[config.mk]
export PLATFORM = sky130hd
export DESIGN_NAME = turret_controller
export DESIGN_NICKNAME = d
export VERILOG_FILES = /design/src/rtl/turret_controller.sv
export SDC_FILE = /design/constraint.sdc
export NUM_CORES = 1
export LEC_CHECK = 0
export ABC_AREA = 1
export CAP_MARGIN = 40
export CORE_UTILIZATION = 44
export DETAILED_ROUTE_END_ITERATION = 6
export PLACE_DENSITY = 0.8
export SETUP_SLACK_MARGIN = 0.3
export SKIP_LAST_GASP = 1
export SYNTH_ARGS = -nofsm -noshare
export SYNTH_HDL_FRONTEND = slang
export SYNTH_SLANG_ARGS = --single-unit
[constraint.sdc]
create_clock -name clk -period 1.2 [get_ports clk]
set_input_delay 0.36 -clock clk [delete_from_list [all_inputs] [get_ports clk]]
set_output_delay 0.36 -clock clk [all_outputs]
set_load 0.01 [all_outputs]
[src/rtl/turret_controller.sv]
// turret_controller: turns one-cycle input-controller action pulses into turret
// heading, fire-mode and paced projectile spawn requests (valid/ready handshake).
module turret_controller #(
    parameter int unsigned DIR_BITS  = 3,
    parameter int unsigned BURST_LEN = 3,
    parameter int unsigned BURST_GAP = 4,
    parameter int unsigned COOLDOWN  = 12
) (
    input  logic                clk,
    input  logic                rst,
    input  logic                fire,
    input  logic                change_mode,
    input  logic                rotate,
    input  logic                rotate_right,
    input  logic                frame_tick,
    input  logic                spawn_ready,
    output logic                spawn_valid,
    output logic [DIR_BITS-1:0] spawn_dir,
    output logic [DIR_BITS-1:0] heading,
    output logic                burst_mode,
    output logic                busy
);

    localparam int unsigned SHOT_W  = $clog2(BURST_LEN + 1);
    localparam int unsigned CNT_MAX = (BURST_GAP > COOLDOWN) ? BURST_GAP : COOLDOWN;
    localparam int unsigned CNT_W   = $clog2(CNT_MAX + 1);

    localparam logic [1:0] ST_IDLE  = 2'd0;
    localparam logic [1:0] ST_SPAWN = 2'd1;
    localparam logic [1:0] ST_GAP   = 2'd2;
    localparam logic [1:0] ST_COOL  = 2'd3;

    logic [1:0]          r_state;
    logic [SHOT_W-1:0]   r_shots_left;
    logic [CNT_W-1:0]    r_cnt;
    logic [DIR_BITS-1:0] r_heading;
    logic [DIR_BITS-1:0] r_spawn_dir;
    logic                r_burst_mode;
    logic                r_spawn_valid;
    logic                r_busy;

    logic [1:0]          w_state_nxt;
    logic [SHOT_W-1:0]   w_shots_nxt;
    logic [CNT_W-1:0]    w_cnt_nxt;
    logic [DIR_BITS-1:0] w_heading_nxt;
    logic [DIR_BITS-1:0] w_spawn_dir_nxt;
    logic                w_burst_mode_nxt;
    logic                w_spawn_valid_nxt;
    logic                w_busy_nxt;

    // State and registered outputs; reset clears everything asynchronously.
    always_ff @(posedge clk or posedge rst) begin
        if (rst) begin
            r_state       <= ST_IDLE;
            r_shots_left  <= '0;
            r_cnt         <= '0;
            r_heading     <= '0;
            r_spawn_dir   <= '0;
            r_burst_mode  <= 1'b0;
            r_spawn_valid <= 1'b0;
            r_busy        <= 1'b0;
        end else begin
            r_state       <= w_state_nxt;
            r_shots_left  <= w_shots_nxt;
            r_cnt         <= w_cnt_nxt;
            r_heading     <= w_heading_nxt;
            r_spawn_dir   <= w_spawn_dir_nxt;
            r_burst_mode  <= w_burst_mode_nxt;
            r_spawn_valid <= w_spawn_valid_nxt;
            r_busy        <= w_busy_nxt;
        end
    end

    // Next-state, heading, mode and shot pacing; spawn_dir samples the pre-rotation heading.
    always_comb begin
        w_state_nxt      = r_state;
        w_shots_nxt      = r_shots_left;
        w_cnt_nxt        = r_cnt;
        w_heading_nxt    = r_heading;
        w_spawn_dir_nxt  = r_spawn_dir;
        w_burst_mode_nxt = r_burst_mode;

        if (rotate) begin
            w_heading_nxt = rotate_right ? (r_heading + DIR_BITS'(1))
                                         : (r_heading - DIR_BITS'(1));
        end

        case (r_state)
            ST_IDLE: begin
                if (change_mode) begin
                    w_burst_mode_nxt = ~r_burst_mode;
                end
                if (fire) begin
                    w_state_nxt     = ST_SPAWN;
                    w_shots_nxt     = r_burst_mode ? SHOT_W'(BURST_LEN) : SHOT_W'(1);
                    w_spawn_dir_nxt = r_heading;
                end
            end
            ST_SPAWN: begin
                if (r_spawn_valid && spawn_ready) begin
                    w_shots_nxt = r_shots_left - SHOT_W'(1);
                    if (r_shots_left == SHOT_W'(1)) begin
                        w_state_nxt = ST_COOL;
                        w_cnt_nxt   = CNT_W'(COOLDOWN);
                    end else begin
                        w_state_nxt = ST_GAP;
                        w_cnt_nxt   = CNT_W'(BURST_GAP);
                    end
                end
            end
            ST_GAP: begin
                if (frame_tick) begin
                    w_cnt_nxt = r_cnt - CNT_W'(1);
                    if (r_cnt == CNT_W'(1)) begin
                        w_state_nxt     = ST_SPAWN;
                        w_spawn_dir_nxt = r_heading;
                    end
                end
            end
            ST_COOL: begin
                if (frame_tick) begin
                    w_cnt_nxt = r_cnt - CNT_W'(1);
                    if (r_cnt == CNT_W'(1)) begin
                        w_state_nxt = ST_IDLE;
                    end
                end
            end
            default: begin
                w_state_nxt = ST_IDLE;
            end
        endcase

        w_spawn_valid_nxt = (w_state_nxt == ST_SPAWN);
        w_busy_nxt        = (w_state_nxt != ST_IDLE);
    end

    assign spawn_valid = r_spawn_valid;
    assign spawn_dir   = r_spawn_dir;
    assign heading     = r_heading;
    assign burst_mode  = r_burst_mode;
    assign busy        = r_busy;

endmodule

Yosys cells after proc, flatten, opt, wreduce, memory -nomap -nowiden:

Index checks and enable logic that the tools add are counted.
W data, S select, Z words.

* register bits after elaboration: 17

* add/sub/neg operators: 4
* equality and inequality tests: 11
* multiplexer cells: 21
* bitwise gates (word level): 1
* reductions and logical operators: 11

Operator list (count)
* $mux W2: 9
* $mux W3: 4
* $mux W4: 3
* $ne A2 B2 Y1 const B: 4
* $pmux W2 S4: 1
* $pmux W4 S2: 1
* $reduce_bool A2 Y1: 4
* $eq A2 B1 Y1 const B: 3
* $pmux W3 S2: 1
* $reduce_and A3 Y1: 2
* $eq A2 B2 Y1 const B: 2
* $eq A4 B1 Y1 const B: 1
* $pmux W2 S2: 1
* $reduce_and A4 Y1: 1
* $sub A4 B1 Y4 const B: 1
* $add A3 B1 Y3 const B: 1
* $sub A3 B1 Y3 const B: 1
* $logic_not A2 Y1: 1
* $ne A2 B1 Y1 const B: 1
* $reduce_and A2 Y1: 1
* $reduce_or A2 Y1: 1
* $sub A2 B1 Y2 const B: 1
* $logic_and A1 B1 Y1: 1
* $mux W1: 1
* $not A1 Y1: 1

Logic depth before layout (Yosys ltp):

* depth in word-level cells: 5
* gate-level depth with buffers: 8
* depth with buffers taken out: 7

Least setup slack after synthesis:

OpenSTA, ideal clock, no wires.

* path kind: register to register
* from: reg r_heading[0] (netlist: heading[0])
* to: reg r_heading[2] (netlist: heading[2])
* setup time: 0.131 ns
* arrival: 1.236 ns
* data required time: 1.069 ns
* slack: -0.167 ns
* cell stages (with the launch flop): 5
* clock period less this slack: 1.367 ns
* path through: dfrtp_1 fa_1 a21boi_0 o21ai_0 xor2_1

* cells in the longest elaborated chain, start to end: 2

RTL lines
* from (decl): RTL line 36 `logic [DIR_BITS-1:0] r_heading;`
* from (signal assigned): RTL line 66 `r_heading <= w_heading_nxt;`
* $sub A3 B1 Y3 or $add A3 B1 Y3 (tied branches): RTL line 85, 84
* $mux W3 (*): RTL line 84 `w_heading_nxt = rotate_right ? (r_heading + DIR_BITS'(1))`

Every way passes the cells marked *; elsewhere a longest branch is shown, timed or not.
A chain may end at the register's enable or synchronous reset.

Final worst setup path:

Same ends and word-level chain as after synthesis.

==> results.txt <==
outcome -> finished with violations
violated checks -> setup timing
Pre-antenna DRT Iters -> 4
dpl ws -> -548 ps
Max Clk Rate -> 0.793 GHz
CTS Buffer Depth -> 2
IO Count -> 17
Compound-Gate Fraction of Synth Area -> 6.93%
Tot GR Track Use -> 20.3%
DP HPWL -> 1330 microns
die width -> 46.4 microns
combinational family with the most area after synthesis -> simple AND/OR/NAND/NOR gates
worst skew pair latency -> 290 ps
CTS hold repair buffers -> 0
DR vias -> 797
Post-Synth Adder-Cell Area -> 6.64%
Yosys reg bits -> 17
number of global-route vias before repair -> 720
Worst slew margin -> 83.3%
final hold vios -> 0
die span in y -> 46.4 microns
syn nets -> 111
PD cells -> 2600 nW/um^2
initial antenna violation count -> 0
reg2reg path depth -> 4
FF-to-FF setup slack -> -60 ps
endpoint class of the critical path -> flip-flop
synthesis-to-layout area growth -> 54.1%
Reg area -> 429 sq um
RSZ-0062 raised after global routing -> true
Num Clock Sinks -> 17
core area -> 1780 sq um
fillers -> 134
Hold Crit Class -> input pin to async pin
Synth cell types -> 19
PortBufs -> 16
post-DR wirelength/cell -> 13.2 microns
CP Data Arrival Time -> 1440 ps
Initial DRC Count -> 24
vias per inst -> 5.01
final worst slack -> -61.1 ps
FF-to-FF Start -> heading[0]
max_cap viols -> 0
Lkg Pwr -> 0.645 nW
Synth Area in XOR/XNOR -> 4.04%
area occupied by multi-input gates -> 531 sq um
post-synth top area cell -> dfrtp_1
H-Tree Depth -> 1
ANT nets after route -> 0
synth top area cells -> dfrtp_1 49%, nand2_1 12%, inv_1 5.2%
Initial Utilization -> 48.6%
first-pass GRT wire length -> 3000 microns
Post-Synth Simple-Gate Area -> 25.5%
Inserted Clock Buffers -> 3
maximum fanout along the worst path -> 3
Layout Utilization -> 74.9%
Layout Skew -> 4.17 ps
CP Class -> flip-flop to flip-flop
row count -> 15
layout cells sized above 1 -> 53.7%
max-slew violations -> 0
worst slew pin tran -> 251 ps
CP required -> 1380 ps
Critical Path Start -> heading[0]
post-synthesis mux area share -> 0%
Final period util -> 105%
Final Setup Violations -> 3
Synth warnings -> 0
worst r2r dst -> heading[2]
post-synth top area share -> 49.1%
Reg clk slew, reported paths -> 90 ps
post-synthesis cell area -> 867 sq um
slowest cell delay on critical path -> 440 ps
CP cell instances -> fa_2 > a21boi_1 > o21ai_1 > xor2_1
largest net degree at the start of global routing -> 18
Seq/Total Area, Yosys -> 49.1%
grt ovf -> 0
CTS root buf -> clkbuf_4
n_diodes -> 0
Final Power -> 0.00348 W
Layout Nets -> 147
Syn Inst Count -> 99
CP max stage cell -> dfrtp_2
full die area -> 2150 sq um
Placer Congestion -> 0.776
Worst setup SP type -> flip-flop
DRC Markers -> 0
maximum vdd drop -> 1.47 mV
CTS tree -> done
mean post-synth cell area -> 8.76 sq um
fin crit period -> 1260 ps
WL final -> 2100 microns
-- per-layer routing --
metal | vias to the layer above | GRT usage, % | wire length, microns
met4 | 0 | 5.29 | 34
li1 | 385 | - | -
met1 | 380 | 25.8 | 850
met5 | - | 0 | 0
met3 | 8 | 6.27 | 96
met2 | 24 | 33.3 | 1110
-- Yosys cell counts --
| library cell | number |
|---|---|
| nor2_2 | 4 |
| ha_1 | 3 |
| nand3_1 | 8 |
| nor2_1 | 4 |
| o21ai_0 | 3 |
| dfrtp_1 | 17 |
| inv_2 | 3 |
| o211ai_1 | 1 |
| fa_1 | 1 |
| nand4_4 | 1 |
| a21boi_0 | 1 |
| buf_6 | 1 |
| inv_1 | 12 |
| a21oi_1 | 1 |
| o21ai_1 | 5 |
| nand2_1 | 27 |
| xor2_1 | 4 |
| nand2_2 | 2 |
| nand4_1 | 1 |
-- placed cells by master (no fill, tap or decap), types with 5 or more instances in the layout --
| cell type | n |
|---|---|
| nand2_1 | 14 |
| dfrtp_1 | 14 |
| nand2_2 | 12 |
| buf_4 | 11 |
| buf_2 | 9 |
| inv_1 | 7 |
| inv_2 | 7 |
| o21ai_1 | 6 |
| nor2_4 | 5 |
-- worst max-delay path: cells and delay by family, from the launching register on --
family	cells	cell delay, ps
compound gates	2	220
xor+xnor	1	140
fa+ha+maj	1	360
flops	1	440
-- logic make-up (layout without fill, tap and decap cells) --
family | after synthesis | in the layout
AND/OR/NAND/NOR | 47 | 47
flip-flops | 17 | 17
buffers and inverters | 16 | 51
AO/OA/AOI/OAI | 11 | 11
adder cells (fa/ha/maj) | 4 | 4
XOR/XNOR | 4 | 4
-- per-stage QoR --
step / std cells / hold WS [ps] / TNS [ps] / area, sq um
6_report: 159 / 384 / -109 / 1340
5_1_grt: 159 / 411 / -427 / 1340
2_1_floorplan: 99 / 286 / -46.1 / 930
4_1_cts: 157 / 380 / -200 / 1260
3_3_place_gp: 148 / 469 / -3820 / 1190
3_5_place_dp: 148 / 483 / -4100 / 1190
-- power by group --
group,switching [W],total [W],internal (W)
Sequential,0.000304,0.00117,0.000863
Combinational,0.00107,0.00202,0.000942
Clock,0.000168,0.000297,0.000129
-- sequential cells by signal (all words and copies together), names as in the netlist --
register,cells
burst_mode,1
r_state,2
busy,1
spawn_dir,3
r_shots_left,2
r_cnt,4
heading,3
spawn_valid,1
-- what timing repair did --
action	CTS	global route
endpoints found under the setup margin	26	25
pin swaps	7	15
resized for setup	56	19
setup buffers	5	2
-- layout make-up --
cell class,count,area share [%]
clock buffers,4,1.97
inverters,15,4.59
multi-input cells,66,39.7
flip-flops and latches,17,32.1
well taps,25,2.34
repair buffers,32,19.3
-- worst max path at each step --
stage | end | slack (ps) | cells past startpoint
finish | heading[2] | -60 | 4
CTS | heading[2] | -120 | 4
detailed placement | heading[2] | -550 | 6
global route | heading[2] | -120 | 4
global placement | heading[2] | -510 | 6
floorplan | heading[2] | -50 | 4
No activity file was read; power rests on OpenSTA's default activity.
